==> src/rtl/segment_pkg.sv <==
// Shared types and the hex glyph table for the multiplexed seven-segment scanner.
package segment_pkg;

    typedef struct packed {
        logic       enable;
        logic       dp;
        logic [3:0] value;
    } digit_t;

    // Glyphs in g..a bit order, active-high.
    localparam logic [6:0] SEGMENT_FONT [16] = '{
        7'h3F, 7'h06, 7'h5B, 7'h4F, 7'h66, 7'h6D, 7'h7D, 7'h07,
        7'h7F, 7'h6F, 7'h77, 7'h7C, 7'h39, 7'h5E, 7'h79, 7'h71
    };

    typedef enum logic [1:0] {BLANK, ON, OFF} scan_state_e;

endpackage

==> src/rtl/segment_font_decoder.sv <==
// Combinational digit to active-high {dp, g..a} pattern; a disabled digit decodes to all-off.
module segment_font_decoder
    import segment_pkg::*;
(
    input  digit_t      digit,
    output logic [7:0]  pattern
);

    always_comb begin
        pattern = '0;
        if (digit.enable) begin
            pattern = {digit.dp, SEGMENT_FONT[digit.value]};
        end
    end

endmodule

==> src/rtl/segment_display_scanner.sv <==
// Self-timed seven-segment scanner with blanking, PWM brightness, output polarity control
// and a frame-synchronous double-buffered update handshake.
module segment_display_scanner
    import segment_pkg::*;
#(
    parameter int unsigned NUMBER_OF_DIGITS    = 4,
    parameter int unsigned CLOCK_DIVIDER       = 1000,
    parameter int unsigned BLANK_CYCLES        = 16,
    parameter int unsigned BRIGHTNESS_BITS     = 4,
    parameter bit          SEGMENT_ACTIVE_HIGH = 1'b1,
    parameter bit          DIGIT_ACTIVE_HIGH   = 1'b1
) (
    input  logic                        clock,
    input  logic                        reset,
    input  digit_t                      digits [0:NUMBER_OF_DIGITS-1],
    input  logic                        digits_valid,
    output logic                        digits_ready,
    input  logic [BRIGHTNESS_BITS-1:0]  brightness,
    output logic [7:0]                  segment_out,
    output logic [NUMBER_OF_DIGITS-1:0] digit_selector_out,
    output logic                        frame_start
);

    localparam int unsigned STEP =
        (CLOCK_DIVIDER - BLANK_CYCLES) / ((32'd1 << BRIGHTNESS_BITS) - 32'd1);
    localparam int unsigned SLOT_W  = (CLOCK_DIVIDER > 1) ? $clog2(CLOCK_DIVIDER) : 1;
    localparam int unsigned DIGIT_W = (NUMBER_OF_DIGITS > 1) ? $clog2(NUMBER_OF_DIGITS) : 1;
    localparam logic [SLOT_W-1:0]           SLOT_LAST  = SLOT_W'(CLOCK_DIVIDER - 1);
    localparam logic [DIGIT_W-1:0]          DIGIT_LAST = DIGIT_W'(NUMBER_OF_DIGITS - 1);
    localparam logic [7:0]                  SEG_INV    = {8{~SEGMENT_ACTIVE_HIGH}};
    localparam logic [NUMBER_OF_DIGITS-1:0] SEL_INV    = {NUMBER_OF_DIGITS{~DIGIT_ACTIVE_HIGH}};

    logic [SLOT_W-1:0]          slot_count_q;
    logic [DIGIT_W-1:0]         digit_index_q;
    logic [BRIGHTNESS_BITS-1:0] bright_q;
    logic [BRIGHTNESS_BITS-1:0] bright_eff;
    scan_state_e                state_q, state_d;
    logic [31:0]                slot_next;
    logic [31:0]                on_limit;

    digit_t active_q  [0:NUMBER_OF_DIGITS-1];
    digit_t pending_q [0:NUMBER_OF_DIGITS-1];
    logic   ready_q;

    logic                        slot_wrap, frame_end, transfer;
    digit_t                      cur_digit;
    logic [7:0]                  pattern;
    logic [7:0]                  seg_d, seg_q;
    logic [NUMBER_OF_DIGITS-1:0] sel_d, sel_q;
    logic                        frame_q;

    assign slot_wrap = (slot_count_q == SLOT_LAST);
    assign frame_end = slot_wrap && (digit_index_q == DIGIT_LAST);
    assign transfer  = digits_valid && ready_q;

    always_ff @(posedge clock or negedge reset) begin
        if (!reset) begin
            slot_count_q  <= '0;
            digit_index_q <= '0;
            bright_q      <= '0;
            state_q       <= BLANK;
        end else begin
            state_q <= state_d;
            if (slot_count_q == '0) begin
                bright_q <= brightness;
            end
            if (slot_wrap) begin
                slot_count_q  <= '0;
                digit_index_q <= (digit_index_q == DIGIT_LAST) ? '0 : digit_index_q + 1'b1;
            end else begin
                slot_count_q <= slot_count_q + 1'b1;
            end
        end
    end

    // state_q describes the current slot_count; bright_q is only loaded at the
    // slot_count == 0 edge, so look through to the live input on that cycle.
    always_comb begin
        state_d    = state_q;
        bright_eff = (slot_count_q == '0) ? brightness : bright_q;
        slot_next  = 32'(slot_count_q) + 32'd1;
        on_limit   = BLANK_CYCLES + 32'(bright_eff) * STEP;
        if (slot_wrap) begin
            state_d = BLANK;
        end else if (slot_next < BLANK_CYCLES) begin
            state_d = BLANK;
        end else if (slot_next < on_limit) begin
            state_d = ON;
        end else begin
            state_d = OFF;
        end
    end

    always_ff @(posedge clock or negedge reset) begin
        if (!reset) begin
            for (int i = 0; i < NUMBER_OF_DIGITS; i++) begin
                active_q[i]  <= '0;
                pending_q[i] <= '0;
            end
            ready_q <= 1'b1;
        end else begin
            if (frame_end) begin
                active_q <= pending_q;
            end
            // A transfer in the boundary cycle itself holds fresh data, so it keeps ready low.
            if (transfer) begin
                pending_q <= digits;
                ready_q   <= 1'b0;
            end else if (frame_end) begin
                ready_q <= 1'b1;
            end
        end
    end

    assign cur_digit = active_q[digit_index_q];

    segment_font_decoder u_font (
        .digit   (cur_digit),
        .pattern (pattern)
    );

    always_comb begin
        seg_d = '0;
        sel_d = '0;
        if (state_q == ON) begin
            seg_d                = pattern;
            sel_d[digit_index_q] = 1'b1;
        end
    end

    always_ff @(posedge clock or negedge reset) begin
        if (!reset) begin
            seg_q   <= SEG_INV;
            sel_q   <= SEL_INV;
            frame_q <= 1'b0;
        end else begin
            seg_q   <= seg_d ^ SEG_INV;
            sel_q   <= sel_d ^ SEL_INV;
            frame_q <= (slot_count_q == '0) && (digit_index_q == '0);
        end
    end

    assign segment_out        = seg_q;
    assign digit_selector_out = sel_q;
    assign frame_start        = frame_q;
    assign digits_ready       = ready_q;

endmodule

==> config.mk <==
export PLATFORM = sky130hd
export DESIGN_NAME = segment_display_scanner
export DESIGN_NICKNAME = d
export VERILOG_FILES = /design/src/rtl/segment_pkg.sv /design/src/rtl/segment_font_decoder.sv /design/src/rtl/segment_display_scanner.sv
export SDC_FILE = /design/constraint.sdc
export NUM_CORES = 1
export LEC_CHECK = 0
export ABC_AREA = 1
export BUFFER_PORTS_ARGS = -buffer_cell sky130_fd_sc_hd__buf_2
export CAP_MARGIN = 5
export CORE_MARGIN = 3
export CORE_UTILIZATION = 40
export DETAILED_ROUTE_END_ITERATION = 6
export SYNTH_ARGS = -nofsm -noshare
export SYNTH_HDL_FRONTEND = slang
export SYNTH_HIERARCHICAL = 1
export SYNTH_SLANG_ARGS = --single-unit
==> constraint.sdc <==
create_clock -name clock -period 5.5 [get_ports clock]
set_input_delay 0 -clock clock [delete_from_list [all_inputs] [get_ports clock]]
set_output_delay 0 -clock clock [all_outputs]
set_load 0.03 [all_outputs]
==> report_table.html <==
<table>
<tr><th>Metric</th><th>Value</th></tr>
<tr><th colspan="2">Floorplanning</th></tr>
<tr><td>Initial Util</td><td>0.412</td></tr>
<tr><td>Placeable core area</td><td>9770 um2</td></tr>
<tr><td>DIE AREA</td><td>11,300 um2</td></tr>
<tr><td>Horizontal die dimension</td><td>approximately 110 um</td></tr>
<tr><td>Placement row count</td><td>36</td></tr>
<tr><td>Die height</td><td>between 100 and 150 um</td></tr>
<tr><td>Number of placed I/O pins</td><td>45</td></tr>
<tr><th colspan="2">Power</th></tr>
<tr><td>Clk network pwr share</td><td>0.373</td></tr>
<tr><td>Leakage power</td><td>about 2.6 nW</td></tr>
<tr><td>Switching power</td><td>between 300 and 400 uW</td></tr>
<tr><td>Total internal power</td><td>approximately 920 uW</td></tr>
<tr><td>Switching share of power</td><td>0.272</td></tr>
<tr><td>Combinational cell fraction of total power</td><td>0.089</td></tr>
<tr><td>Peak supply drop</td><td>135 uV</td></tr>
<tr><td>PD cells</td><td>about 260 nW/um2</td></tr>
<tr><td>Part of the total power dissipated in sequential elements</td><td>0.539</td></tr>
<tr><th colspan="2">Logic synthesis</th></tr>
<tr><td>Cell area after synthesis</td><td>4030 um2</td></tr>
<tr><td>Post-synth top area share</td><td>0.491</td></tr>
<tr><td>Number of instances in the synthesized netlist</td><td>roughly 470</td></tr>
<tr><td>Yosys Warn Count</td><td>6</td></tr>
<tr><td>Number of storage elements in the synthesis netlist</td><td>80</td></tr>
<tr><td>Number of distinct standard cells referenced by the synthesized netlist</td><td>29</td></tr>
<tr><td>Cell type with the highest aggregate area in the netlist</td><td>dfrtp_1</td></tr>
<tr><td>Part of the Yosys area used for sequential elements</td><td>0.497</td></tr>
<tr><td>Net Count, Synth</td><td>516</td></tr>
<tr><td>Top cells by area in the synthesized netlist</td><td>dfrtp_1 (49%), nand2_1 (12%), mux2_2 (6.4%)</td></tr>
<tr><td>Mapped Avg Cell Area</td><td>approximately 8.6 um2</td></tr>
<tr><th colspan="2">Setup path</th></tr>
<tr><td>Critical path required time</td><td>roughly 5800 ps</td></tr>
<tr><td>Critical path start-end classification</td><td>reg2reg</td></tr>
<tr><td>Arr. time, crit path</td><td>just under 3000 ps</td></tr>
<tr><td>Startpoint class of the critical path</td><td>flip-flop</td></tr>
<tr><td>Worst path top cell family by delay</td><td>compound AO/OA/AOI/OAI gates</td></tr>
<tr><td>Worst-case register-to-register setup slack</td><td>2880 ps</td></tr>
<tr><td>Maximum fanout encountered on the critical timing path</td><td>16</td></tr>
<tr><td>Worst setup path start</td><td>digit_index_q[0]$_DFFE_PN0P_</td></tr>
<tr><td>Kind of end point of the critical path</td><td>flip-flop</td></tr>
<tr><td>Delay of the slowest cell on the worst path</td><td>about 750 ps</td></tr>
<tr><td>Reg2reg start</td><td>digit_index_q[0]$_DFFE_PN0P_</td></tr>
<tr><td>CP cell instances</td><td>inv_1, o21ai_0, o22ai_1, inv_1, nor2_1, nor2_1, nor2_2, inv_1, nor2_1</td></tr>
<tr><td>Slowest cell on the critical path</td><td>o22ai_1</td></tr>
<tr><td>CP bufs+invs</td><td>3</td></tr>
<tr><th colspan="2">STA</th></tr>
<tr><td>Worst slew margin relative to its limit</td><td>0.317</td></tr>
<tr><td>Final clock period utilization by the worst path</td><td>0.476</td></tr>
<tr><td>Unrepaired setup endpoints after global routing</td><td>false</td></tr>
<tr><td>Max Freq</td><td>roughly 380 MHz</td></tr>
<tr><td>Number of hold-slack violations in the final timing report</td><td>0</td></tr>
<tr><td>Slew at the pin closest to its max-slew limit</td><td>1020 ps</td></tr>
<tr><td>Final-layout worst hold slack</td><td>between 60 and 70 ps</td></tr>
<tr><td>Max Slew Vio Count</td><td>0</td></tr>
<tr><td>Setup violations, final</td><td>0</td></tr>
<tr><td>Worst clock skew on the final layout</td><td>around 15 ps</td></tr>
<tr><td>Setup TNS Final</td><td>0 ps</td></tr>
<tr><td>Shortest period the worst path allows</td><td>around 2600 ps</td></tr>
<tr><th colspan="2">Finish</th></tr>
<tr><td>Cell Count, Final, Fillers Out</td><td>roughly 680</td></tr>
<tr><td>Ratio of cells with drive above 1 in the final layout</td><td>0.189</td></tr>
<tr><td>Most frequent cells in the layout</td><td>nand2_1 (130), dfrtp_1 (79), inv_1 (55), nor2_1 (55), buf_2 (43)</td></tr>
<tr><td>Layout Area Growth over Synthesis</td><td>19.7%</td></tr>
<tr><td>Utilization of the core after routing</td><td>0.493</td></tr>
<tr><td>Number of nets in the finished design</td><td>slightly below 600</td></tr>
<tr><td>Fill cell total of the finished layout</td><td>960</td></tr>
<tr><td>Flip-flop and latch area</td><td>about 2000 um2</td></tr>
<tr><td>Count of inserted antenna diode cells</td><td>0</td></tr>
<tr><td>Multi-input gate area in the final layout</td><td>~1700 um2</td></tr>
<tr><td>Commonest non-fill, non-tap cell in the layout</td><td>nand2_1</td></tr>
<tr><th colspan="2">Clock tree</th></tr>
<tr><td>Num CTS Buffers</td><td>9</td></tr>
<tr><td>Clock insertion delay at the later pin of the skew report</td><td>between 300 and 400 ps</td></tr>
<tr><td>Resized Gates After CTS</td><td>0</td></tr>
<tr><td>Clock slew at reported path FFs</td><td>about 100 ps</td></tr>
<tr><td>Hold Buf Count CTS</td><td>28</td></tr>
<tr><td>Maximum level of the CTS H-tree</td><td>3</td></tr>
<tr><td>Root buffer selected by CTS</td><td>clkbuf_8</td></tr>
<tr><td>Post-CTS Repair Setup Buffers</td><td>0</td></tr>
<tr><td>Clock tree from TritonCTS</td><td>yes</td></tr>
<tr><td>Number of clock sinks seen by CTS</td><td>80</td></tr>
<tr><td>Buffer depth of the longest clock path</td><td>2</td></tr>
<tr><th colspan="2">Placement</th></tr>
<tr><td>IO buf count</td><td>44</td></tr>
<tr><td>Final estimated routing congestion in global placement</td><td>0.895</td></tr>
<tr><td>Number of cells in the design after placement</td><td>about 630</td></tr>
<tr><td>Half-perimeter wire length of the detailed placement result</td><td>a little under 6 mm</td></tr>
<tr><th colspan="2">Drt</th></tr>
<tr><td>DRC errors left</td><td>0</td></tr>
<tr><td>Vias after detailed routing</td><td>between 3,000 and 4,000</td></tr>
<tr><td>Number of design-rule violations left by the first detailed-router iteration</td><td>184</td></tr>
<tr><td>Routed wire length</td><td>8.37 mm</td></tr>
<tr><td>Average via count per standard cell</td><td>~4.7</td></tr>
<tr><td>Routed len/inst</td><td>approximately 12 um</td></tr>
<tr><td>Antenna-violating nets left</td><td>0</td></tr>
<tr><td>Detailed-router iteration count before antenna repair</td><td>6</td></tr>
<tr><th colspan="2">Global routing</th></tr>
<tr><td>First-pass GRT wire length</td><td>14.4 mm</td></tr>
<tr><td>Total global routing track utilization</td><td>0.159</td></tr>
<tr><td>Antenna violations before repair</td><td>0</td></tr>
<tr><td>Maximum number of pins on one net before global-route repair</td><td>81</td></tr>
<tr><td>Remaining global-route overflow</td><td>0</td></tr>
<tr><td>Via count of the first global-routing pass</td><td>roughly 3,000</td></tr>
<tr><th colspan="2">Status</th></tr>
<tr><td>Result of the run</td><td>finished clean</td></tr>
<tr><th colspan="2">Worst hold path</th></tr>
<tr><td>Launch point of the worst hold path</td><td>brightness[0]</td></tr>
<tr><td>Type of the tightest min-delay check</td><td>in2reg</td></tr>
<tr><th colspan="2">Job</th></tr>
<tr><td>Max-cap check violation count</td><td>0</td></tr>
</table>
## sequential cells by signal, summed over array words and instances (netlist names)
name	count
bright_q	4
segment_out	8
digit_selector_out	4
slot_count_q	10
active_q	24
pending_q	24
frame_start	1
digits_ready	1
digit_index_q	2
state_q	2
## power groups by stage
stage / registers (mW) / logic (mW) / clock network, mW
4_1_cts: 0.682 / 0.115 / 0.482
5_1_grt: 0.690 / 0.132 / 0.506
6_report: 0.682 / 0.112 / 0.472
3_3_place_gp: 0.692 / 0.0957 / 0
3_5_place_dp: 0.693 / 0.0991 / 0
2_1_floorplan: 0.683 / 0.0617 / 0
## cell families (layout without fill, tap and decap cells)
logic type	Yosys count	count (layout)	synth area share
DFF	80	80	0.497
and+or+nand+nor	236	236	0.251
adders and majority gates	16	16	0.0497
AOI/OAI and AO/OA	37	37	0.0506
buffers and inverters	73	148	0.0783
muxes	23	23	0.0643
xor gates and xnor gates	4	4	0.00869
## routing by layer
metal	global-route usage	routed length [um]	up-vias
li1	-	-	1618
met4	0.0685	149	0
met2	0.239	3730	61
met3	0.0255	264	15
met5	0	0	-
met1	0.227	4230	1481
## through the flow
| step | area [um2] | setup WS [ps] | total power [mW] |
|---|---|---|---|
| floorplan | 4030 | 3390 | 0.745 |
| global placement | 4330 | 3110 | 0.787 |
| detailed placement | 4330 | 2940 | 0.792 |
| CTS | 4820 | 2920 | 1.28 |
| global route | 4820 | 2560 | 1.33 |
| finish | 4820 | 2880 | 1.27 |
## worst reg2reg max path, delay by kind of cell, from the launching register on
family | cells | cell delay [ps]
compound gates | 2 | 900
buf+inv | 3 | 680
flops | 1 | 540
simple gates | 4 | 440
## final cells by class
| class | instances | area share |
|---|---|---|
| sequential | 80 | 0.416 |
| multi-input combinational | 316 | 0.355 |
| timing repair buffer | 72 | 0.104 |
| inverter | 60 | 0.0472 |
| tap | 133 | 0.0345 |
| clock buffer | 9 | 0.0257 |
| clock inverter | 7 | 0.0179 |
## cells in the mapped netlist (all sizes together)
| cell type | n |
|---|---|
| dfrtp | 79 |
| nor3 | 4 |
| o21bai | 3 |
| buf | 6 |
| clkinv | 1 |
| nor2 | 62 |
| clkbuf | 7 |
| nand3b | 3 |
| mux2 | 23 |
| o22ai | 6 |
| dfstp | 1 |
| nand2 | 134 |
| o21ai | 19 |
| nand3 | 28 |
| nand4 | 5 |
| xor2 | 4 |
| a21oi | 9 |
| inv | 59 |
| ha | 16 |
## path summary, 6_finish.rpt
check / end / depth (start not counted)
setup / recovery: segment_out[3]$_DFF_PN0_ / 9
hold / removal: bright_q[0]$_DFF_PN0_ / 5
setup reg to reg: segment_out[3]$_DFF_PN0_ / 9
hold reg to reg: digits_ready$_DFFE_PN1P_ / 2
max in group asynchronous: pending_q[16]$_DFFE_PN0P_ / 2
min in group asynchronous: pending_q[8]$_DFFE_PN0P_ / 2
No activity file was read; power rests on OpenSTA's default activity.
